`src/rtl/burst_port_arbiter_pkg.sv`:
```
// Shared encodings and default widths for the two-client burst port arbiter.
`timescale 1ns/1ps
package burst_port_arbiter_pkg;

  localparam int DEF_DATA_BITS = 64;
  localparam int DEF_ADDR_BITS = 32;
  localparam int DEF_LEN_BITS  = 10;

  // Requester index doubles as grant_id = {client, is_read}.
  localparam logic [1:0] REQ_C0_WR = 2'd0;
  localparam logic [1:0] REQ_C0_RD = 2'd1;
  localparam logic [1:0] REQ_C1_WR = 2'd2;
  localparam logic [1:0] REQ_C1_RD = 2'd3;

  typedef enum logic [2:0] {
    IDLE,
    ARB,
    WR_BUSY,
    RD_BUSY,
    GAP
  } state_e;

endpackage

```
`src/rtl/burst_port_arbiter_rr_pick4.sv`:
```
// Combinational 4-way round-robin picker: first set req at or after ptr.
`timescale 1ns/1ps
module rr_pick4 (
  input  logic [3:0] req,
  input  logic [1:0] ptr,
  output logic [1:0] winner,
  output logic       any
);

  // Walk from the farthest slot to the nearest so the nearest hit wins.
  always_comb begin
    winner = ptr;
    any    = 1'b0;
    for (int i = 3; i >= 0; i--) begin
      if (req[ptr + 2'(i)]) begin
        winner = ptr + 2'(i);
        any    = 1'b1;
      end
    end
  end

endmodule

```
`src/rtl/burst_port_arbiter.sv`:
```
// Shares one master-bridge burst port between two clients (wr+rd each):
// round-robin grant, one burst in flight, zero-latency data/finish steering.
`timescale 1ns/1ps
module burst_port_arbiter
  import burst_port_arbiter_pkg::*;
#(
  parameter int DATA_BITS = DEF_DATA_BITS,
  parameter int ADDR_BITS = DEF_ADDR_BITS,
  parameter int LEN_BITS  = DEF_LEN_BITS
) (
  input  logic                 M_AXI_ACLK,
  input  logic                 rst_n,
  // client 0
  input  logic                 c0_rd_burst_req,
  input  logic                 c0_wr_burst_req,
  input  logic [LEN_BITS-1:0]  c0_rd_burst_len,
  input  logic [LEN_BITS-1:0]  c0_wr_burst_len,
  input  logic [ADDR_BITS-1:0] c0_rd_burst_addr,
  input  logic [ADDR_BITS-1:0] c0_wr_burst_addr,
  input  logic [DATA_BITS-1:0] c0_wr_burst_data,
  output logic                 c0_wr_burst_data_req,
  output logic                 c0_rd_burst_data_valid,
  output logic [DATA_BITS-1:0] c0_rd_burst_data,
  output logic                 c0_rd_burst_finish,
  output logic                 c0_wr_burst_finish,
  // client 1
  input  logic                 c1_rd_burst_req,
  input  logic                 c1_wr_burst_req,
  input  logic [LEN_BITS-1:0]  c1_rd_burst_len,
  input  logic [LEN_BITS-1:0]  c1_wr_burst_len,
  input  logic [ADDR_BITS-1:0] c1_rd_burst_addr,
  input  logic [ADDR_BITS-1:0] c1_wr_burst_addr,
  input  logic [DATA_BITS-1:0] c1_wr_burst_data,
  output logic                 c1_wr_burst_data_req,
  output logic                 c1_rd_burst_data_valid,
  output logic [DATA_BITS-1:0] c1_rd_burst_data,
  output logic                 c1_rd_burst_finish,
  output logic                 c1_wr_burst_finish,
  // master bridge
  output logic                 m_rd_burst_req,
  output logic                 m_wr_burst_req,
  output logic [LEN_BITS-1:0]  m_rd_burst_len,
  output logic [LEN_BITS-1:0]  m_wr_burst_len,
  output logic [ADDR_BITS-1:0] m_rd_burst_addr,
  output logic [ADDR_BITS-1:0] m_wr_burst_addr,
  input  logic                 m_wr_burst_data_req,
  output logic [DATA_BITS-1:0] m_wr_burst_data,
  input  logic                 m_rd_burst_data_valid,
  input  logic [DATA_BITS-1:0] m_rd_burst_data,
  input  logic                 m_rd_burst_finish,
  input  logic                 m_wr_burst_finish,
  // status
  output logic                 busy,
  output logic [1:0]           grant_id
);

  state_e               state_q, state_d;
  logic [1:0]           ptr_q, ptr_d;
  logic [1:0]           grant_q, grant_d;
  logic [LEN_BITS-1:0]  len_q, len_d;
  logic [ADDR_BITS-1:0] addr_q, addr_d;
  logic                 zl_fin_q, zl_fin_d;

  logic [3:0]           req_vec;
  logic [LEN_BITS-1:0]  req_len  [4];
  logic [ADDR_BITS-1:0] req_addr [4];
  logic [1:0]           winner;
  logic                 any_req;

  assign req_vec = {c1_rd_burst_req, c1_wr_burst_req, c0_rd_burst_req, c0_wr_burst_req};

  assign req_len[REQ_C0_WR]  = c0_wr_burst_len;
  assign req_len[REQ_C0_RD]  = c0_rd_burst_len;
  assign req_len[REQ_C1_WR]  = c1_wr_burst_len;
  assign req_len[REQ_C1_RD]  = c1_rd_burst_len;
  assign req_addr[REQ_C0_WR] = c0_wr_burst_addr;
  assign req_addr[REQ_C0_RD] = c0_rd_burst_addr;
  assign req_addr[REQ_C1_WR] = c1_wr_burst_addr;
  assign req_addr[REQ_C1_RD] = c1_rd_burst_addr;

  rr_pick4 u_pick (
    .req    (req_vec),
    .ptr    (ptr_q),
    .winner (winner),
    .any    (any_req)
  );

  always_comb begin
    // NOTE: every signal gets its default first so no path leaves it unassigned (no latch).
    state_d  = state_q;
    ptr_d    = ptr_q;
    grant_d  = grant_q;
    len_d    = len_q;
    addr_d   = addr_q;
    zl_fin_d = 1'b0;
    unique case (state_q)
      IDLE: if (any_req) state_d = ARB;
      ARB: begin
        if (any_req) begin
          grant_d = winner;
          ptr_d   = winner + 2'd1;
          if (req_len[winner] == '0) begin
            // Zero-length bursts complete locally; the master never sees them.
            zl_fin_d = 1'b1;
            state_d  = GAP;
          end else begin
            len_d   = req_len[winner];
            addr_d  = req_addr[winner];
            state_d = winner[0] ? RD_BUSY : WR_BUSY;
          end
        end else begin
          state_d = IDLE;
        end
      end
      WR_BUSY: if (m_wr_burst_finish) state_d = GAP;
      RD_BUSY: if (m_rd_burst_finish) state_d = GAP;
      GAP:     state_d = IDLE;
      default: state_d = IDLE;
    endcase
  end

  always_ff @(posedge M_AXI_ACLK) begin
    // NOTE: sequential state uses non-blocking assignments only; reset is synchronous.
    if (!rst_n) begin
      state_q  <= IDLE;
      ptr_q    <= REQ_C0_WR;
      grant_q  <= 2'b11;
      len_q    <= '0;
      addr_q   <= '0;
      zl_fin_q <= 1'b0;
    end else begin
      state_q  <= state_d;
      ptr_q    <= ptr_d;
      grant_q  <= grant_d;
      len_q    <= len_d;
      addr_q   <= addr_d;
      zl_fin_q <= zl_fin_d;
    end
  end

  logic wr_busy, rd_busy, wr_beat, rd_beat, wr_done, rd_done;

  assign wr_busy = (state_q == WR_BUSY);
  assign rd_busy = (state_q == RD_BUSY);

  assign m_wr_burst_req  = wr_busy;
  assign m_rd_burst_req  = rd_busy;
  assign m_wr_burst_len  = len_q;
  assign m_rd_burst_len  = len_q;
  assign m_wr_burst_addr = addr_q;
  assign m_rd_burst_addr = addr_q;
  assign busy            = wr_busy | rd_busy;
  assign grant_id        = grant_q;

  // Handshakes only pass while the matching burst is granted; strays are dropped.
  assign wr_beat = m_wr_burst_data_req & wr_busy;
  assign rd_beat = m_rd_burst_data_valid & rd_busy;
  assign wr_done = (m_wr_burst_finish & wr_busy) | zl_fin_q;
  assign rd_done = (m_rd_burst_finish & rd_busy) | zl_fin_q;

  assign c0_wr_burst_data_req   = wr_beat & (grant_q == REQ_C0_WR);
  assign c1_wr_burst_data_req   = wr_beat & (grant_q == REQ_C1_WR);
  assign c0_rd_burst_data_valid = rd_beat & (grant_q == REQ_C0_RD);
  assign c1_rd_burst_data_valid = rd_beat & (grant_q == REQ_C1_RD);
  assign c0_wr_burst_finish     = wr_done & (grant_q == REQ_C0_WR);
  assign c1_wr_burst_finish     = wr_done & (grant_q == REQ_C1_WR);
  assign c0_rd_burst_finish     = rd_done & (grant_q == REQ_C0_RD);
  assign c1_rd_burst_finish     = rd_done & (grant_q == REQ_C1_RD);

  assign c0_rd_burst_data = m_rd_burst_data;
  assign c1_rd_burst_data = m_rd_burst_data;

  always_comb begin
    m_wr_burst_data = '0;
    if (wr_busy) m_wr_burst_data = (grant_q == REQ_C1_WR) ? c1_wr_burst_data : c0_wr_burst_data;
  end

endmodule
```
`config.mk`:
```
export PLATFORM = sky130hd
export DESIGN_NAME = burst_port_arbiter
export DESIGN_NICKNAME = d
export VERILOG_FILES = /design/src/rtl/burst_port_arbiter_pkg.sv /design/src/rtl/burst_port_arbiter_rr_pick4.sv /design/src/rtl/burst_port_arbiter.sv
export SDC_FILE = /design/constraint.sdc
export NUM_CORES = 1
export LEC_CHECK = 0
export BUFFER_PORTS_ARGS = -buffer_cell sky130_fd_sc_hd__buf_2
export CORE_AREA = 10 10 247 249
export CTS_BUF_LIST = sky130_fd_sc_hd__clkbuf_4 sky130_fd_sc_hd__clkbuf_8
export DETAILED_ROUTE_END_ITERATION = 10
export DIE_AREA = 0 0 257 259
export HOLD_SLACK_MARGIN = 0.1
export PLACE_DENSITY = 0.35
export SLEW_MARGIN = 10
export SYNTH_ARGS = -nofsm -noshare
export SYNTH_HDL_FRONTEND = slang
export SYNTH_SLANG_ARGS = --single-unit
```
`constraint.sdc`:
```
create_clock -name M_AXI_ACLK -period 3.05 [get_ports M_AXI_ACLK]
set_clock_uncertainty 0.1 [all_clocks]
set_input_delay 0.305 -clock M_AXI_ACLK [delete_from_list [all_inputs] [get_ports M_AXI_ACLK]]
set_output_delay 0.305 -clock M_AXI_ACLK [all_outputs]
set_load 0.02 [all_outputs]
```
# --- Word-level counts from Yosys, hierarchy flattened ---
# Cells that the tools add are included.
word_totals:
  regBits: 50
  in_bits: 370
  output_inout_bits: 289
  elab_cells: 80
classes:
  add_sub_neg: 4
  n_lt_le_gt_ge: 5
  eq_ne: 9
  mux: 32
  bitwise_logic: 17
  reduce_logical: 7
ops:
  columns: ["op", "n"]
  rows:
  - ["two-way mux 64 bit", 2]
  - ["binary-select mux 32 bit (select 2 bit)", 1]
  - ["two-way mux 32 bit", 2]
  - ["binary-select mux 10 bit (select 2 bit)", 1]
  - ["two-way mux 10 bit", 2]
  - ["two-way mux 3 bit", 5]
  - ["AND 1 bit", 12]
  - ["less-than comparator 2 x 3 -> 1 bit (second input constant)", 4]
  - ["one-hot mux 3 bit (4 select lines)", 1]
  - ["zero test 10 bit", 1]
  - ["two-way mux 1 bit", 10]
  - ["AND reduction 3 bit", 3]
  - ["binary-select mux 1 bit (select 2 bit)", 4]
  - ["two-way mux 2 bit", 4]
  - ["== test 3 x 2 -> 1 bit (second input constant)", 2]
  - ["inequality test 2 bit (second input constant)", 3]
  - ["adder 2 x 1 -> 2 bit (second input constant)", 2]
  - ["adder 2 bit (second input constant)", 2]
  - ["== test 2 bit (second input constant)", 2]
  - ["== test 3 x 1 -> 1 bit (second input constant)", 1]
  - [">= comparator 3 bit (second input constant)", 1]
  - ["zero test 3 bit", 1]
  - ["inverter 2 -> 3 bit", 1]
  - ["OR 1 bit", 3]
  - ["4 further kinds", 4]

# --- Longest topological paths before layout ---
depth:
  ltp_word: 15
  depth_mapped: 13
  depth_no_buf: 8

# --- By module ---
# Synthesis repeated with hierarchy kept, for this count alone.
hier_totals:
  hier_cells: 810
  area_unflattened_um2: 6065.8
by_module_without_submodules:
  columns: ["mod", "n_inst", "cells_each", "area_each_um2", "seq_area_each_um2"]
  rows:
  - ["burst_port_arbiter", 1, 794, 5965.7, 1001.0]
  - ["rr_pick4", 1, 16, 100.1, 0.0]

# --- Worst setup path after synthesis ---
# OpenSTA, ideal clock, no wires.
synth_path:
  path_type: "reg-to-reg"
  startpoint: "register ptr_q[1]"
  endpoint: "register addr_q[0] (netlist: m_rd_burst_addr[0])"
  setup_ps: 125
  arrival_ps: 2346
  required_time_ps: 2825
  path_slack_ps: 479
  path_stages_with_launch: 14
  path_buffers: 5
  period_less_slack_ps: 2571
  path_cell_list: "dfxtp_1 buf_2 and3b_1 or4_1 buf_4 buf_4 nand3_1 and3_1 o22ai_1 or2_1 clkbuf_1 buf_2 nand2_1 nand4_1"
synth_via:
  elab_chain_cells: 14
  word_cells_on_any_way: 29
  classes_between: "add/sub: 3; mux: 22; bitwise: 2; reduce/logical: 2"
synth_lines:
  columns: ["item", "line", "text"]
  rows:
  - ["start: declaration", "burst_port_arbiter.sv:58", "logic [1:0] ptr_q, ptr_d;"]
  - ["start signal: assignment", "burst_port_arbiter.sv:133", "ptr_q <= ptr_d;"]
  - ["adder 2 bit", "burst_port_arbiter_rr_pick4.sv:15, burst_port_arbiter_rr_pick4.sv:16", null]
  - ["binary-select mux 1 bit (select 2 bit)", "burst_port_arbiter_rr_pick4.sv:15", "if (req[ptr + 2'(i)]) begin"]
  - ["two-way mux 1 bit (not written as such)", "burst_port_arbiter_rr_pick4.sv:15", null]
  - ["two-way mux 2 bit (4 in series)", "burst_port_arbiter_rr_pick4.sv:15", null]
  - ["inverter 2 -> 3 bit (not written as such)", "burst_port_arbiter.sv:102, burst_port_arbiter.sv:108", null]
  - ["binary-select mux 10 bit (select 2 bit)", "burst_port_arbiter.sv:102", "if (req_len[winner] == '0) begin"]
  - ["two-way mux 10 bit (not written as such) (2 in series)", "burst_port_arbiter.sv:102", null]
  - ["zero test 10 bit", "burst_port_arbiter.sv:102", null]
  - ["inverter 1 bit (no line)", null, null]
  - ["AND reduction 3 bit (no line)", null, null]
  - ["end signal: assignment", "burst_port_arbiter.sv:136", "addr_q <= addr_d;"]
  - ["end: declaration", "burst_port_arbiter.sv:61", "logic [ADDR_BITS-1:0] addr_q, addr_d;"]
# Parallel ways exist; a longest one is shown, timed or not. The select of a mux whose other input is x is not followed.
# A chain may end at the register's enable or synchronous reset.

# --- Final worst setup path ---
layout_path:
  startpoint: "register state_q[1]"
  endpoint: "output port m_wr_burst_data[16]"
layout_via:
  elab_chain_cells: 2
layout_lines:
  columns: ["item", "line", "text"]
  rows:
  - ["start: declaration", "burst_port_arbiter.sv:57", "state_e state_q, state_d;"]
  - ["start signal: assignment", "burst_port_arbiter.sv:132", "state_q <= state_d;"]
  - ["== test 3 x 2 -> 1 bit", "burst_port_arbiter.sv:143", "assign wr_busy = (state_q == WR_BUSY);"]
  - ["two-way mux 64 bit", "burst_port_arbiter.sv:175", "if (wr_busy) m_wr_burst_data = (grant_q == REQ_C1_WR) ? c1_wr_burst_data : c0_wr_burst_data;"]
  - ["end: declaration", "burst_port_arbiter.sv:47", "output logic [DATA_BITS-1:0] m_wr_burst_data,"]
# Every way passes these cells.

==> impl_metrics.tcl <==
set metrics [dict create \
    cts_setup_buffers 0 \
    yosys.area.top_type_share_pct 21.19 \
    cts_hold_buf 0 \
    remaining_drc_errors 0 \
    yosys_most_used_dff "dfxtp_1" \
    worstPathMaxFanout 28 \
    synth_edf_count 0 \
    placed_area_sq_um 8282 \
    yosysWarnings 0 \
    initial_core_util_pct 11.27 \
    fillCellCount 6659 \
    fin_nets 1598 \
    num_vias 7693 \
    synth.cell_area_sq_um 6307 \
    antenna_found_initial 8 \
    multi_input_area_sq_um 3694 \
    cp.required_ns 2.64 \
    placed_cells 1977 \
    final_antenna_net_count 0 \
    max_freq_mhz 349.3 \
    leakage_nw 4.182 \
    slew_viol_final 0 \
    crit_path_max_incr_delay_ns 0.44 \
    hold_viol 0 \
    grt_use_total_pct 11.47 \
    fin_area_sq_um 8394 \
    regArea_sq_um 1001 \
    most-common-layout-cells "buf_2 (465), nand2_1 (238), a21oi_1 (71)" \
    synthArstFlopShare_pct 0 \
    clk_latency_ns 0.37 \
    critPathKind "register to output port" \
    avgSynthCellArea_sq_um 6.449 \
    grt_pass1_vias 8132 \
    area_growth_pct 33.09 \
    drt_pass1_iterations 5 \
    wl_met3_um 3499 \
    start_kind "register" \
    rsz0062_at_grt "no" \
    hp-class "input pin to register" \
    core.rowCount 87 \
    wl_met2_um 20490 \
    drt_iter0_drc 331 \
    hold_ws_ns 0.1864 \
    met1_length_um 15230 \
    vias_per_cell 3.876 \
    post_cts_resized 0 \
    cap_violations 0 \
    ys_top_cells_by_area "buf_4 (21%), dfxtp_1 (16%), nand2_1 (14%)" \
    fin_tns_setup_ns 0 \
    powerDensity_nw_per_um2 694.8 \
    cts_max_path_buffers 2 \
    ios 659 \
    die_h_um 259 \
    path_clk_slew_ns 0.12 \
    root_buffer "clkbuf_8" \
    setup_viol 0 \
    crit_slowest_cell "nand2b_2" \
    top_layer "met5" \
    cts_tree "built" \
    final_common_cell "buf_2" \
    critical_path.cell_chain "nor2b_1 -> nand2b_2 -> buf_4 -> a21oi_1 -> buf_2" \
    cp_data_arrival_time_ns 2.46 \
    synth_cell_types 41 \
    clock-sinks 50 \
    worst_pin_slew_ns 0.7332 \
    max-slew-margin-rel_pct 51.12 \
    dieArea_sq_um 66560 \
    endpoint_kind "output port" \
    grt.overflow.total 0 \
    synthCells 978 \
    yosysSeqAreaShare_pct 15.87 \
    place.gp.congestion 0.8710 \
    die_w_um 257 \
    cts_buffers 5 \
    wl_um 40310 \
    syn_nets 1348 \
    routedWlPerCell_um 20.31 \
    diodes 0 \
    core_area_sq_um 55950 \
    yosysTopAreaCell "buf_4" \
    ys_seq_elements 50 \
    peakVddDrop_mv 0.2545 \
    htreeDepth 2 \
    io_buffers 466 \
    grt_pass1_wl_um 56720 \
    fin_crit_sh_pct 93.86 \
    outcome "completed" \
    drive_above_1_share_pct 42.07 \
    finalNonFillerCells 1985 \
    grt_max_degree 67 \
    finalCriticalPeriod_ns 2.863 \
    dp_hpwl_um 33850 \
]
-- synthesized netlist by cell type (3+ instances only) --
| library cell | number |
|---|---|
| buf_4 | 178 |
| dfxtp_1 | 50 |
| nand4_1 | 64 |
| o211ai_1 | 3 |
| inv_1 | 3 |
| nor3_1 | 11 |
| nand2b_1 | 34 |
| a21oi_1 | 71 |
| and3_1 | 43 |
| a211oi_1 | 32 |
| buf_2 | 11 |
| clkbuf_1 | 56 |
| nor2_1 | 18 |
| mux2i_1 | 37 |
| o221a_1 | 4 |
| nand3_1 | 53 |
| nor2b_1 | 5 |
| nand2_1 | 239 |
| a31oi_1 | 6 |
| o21ai_0 | 31 |
-- critical path, delay by kind of cell, from the launching register on --
kind,cells,cell delay [ns]
AND/OR/NAND/NOR,2,0.80
AO/OA/AOI/OAI,1,0.27
buffers and inverters,2,0.59
flip-flops,1,0.40
-- worst paths after layout --
| kind | slack, ns | depth (start not counted) | from | to |
|---|---|---|---|---|
| max reg2reg | 0.25 | 10 | ptr_q[0] | m_rd_burst_addr[0] |
| min | 0.19 | 4 | m_rd_burst_finish | state_q[0] |
| min reg2reg | 0.43 | 2 | ptr_q[0] | ptr_q[0] |
| max | 0.19 | 5 | state_q[1] | m_wr_burst_data[16] |
-- per-stage QoR --
stage	power (mW)	util (%)	setup slack (ns)
3_5_place_dp	5.393	14.80	0.1452
6_report	5.832	15.00	0.1872
5_1_grt	6.311	15.00	0.009023
2_1_floorplan	4.090	-	0.4791
3_3_place_gp	5.364	14.80	0.1810
4_1_cts	6.014	15.00	0.1221
-- flip-flops by register name, indices dropped and copies added (netlist names) --
| name | count |
|---|---|
| ptr_q | 2 |
| grant_id | 2 |
| m_rd_burst_addr | 32 |
| zl_fin_q | 1 |
| state_q | 3 |
| m_rd_burst_len | 10 |
-- area by class of cell --
cell class	count	area share, %
clock inverters	3	0.5217
inverters	3	0.1341
repair buffers	492	31.33
multi-input cells	676	44.00
flip-flops and latches	50	11.92
clock buffers	5	0.8198
well taps	756	11.27
-- kinds of logic after synthesis --
kind of cell | Yosys count | share of synthesized area [%]
simple gates | 479 | 36.72
buf+inv | 252 | 26.09
compound gates | 158 | 15.10
flops | 50 | 15.87
mux | 39 | 6.229
-- report_power, final --
group	internal, mW	switching, mW	leakage, nW
combinational	1.32	2.64	3.71
sequential	0.923	0.373	0.412
clock	0.248	0.332	0.0585
-- metal layers --
metal  track usage [%]  vias to the layer above
met5                 0                        -
met1             11.82                     3478
li1                  -                     3702
met2             21.24                      442
met4             3.599                        2
met3             4.179                       69
Power figures use the tool's default switching activity.
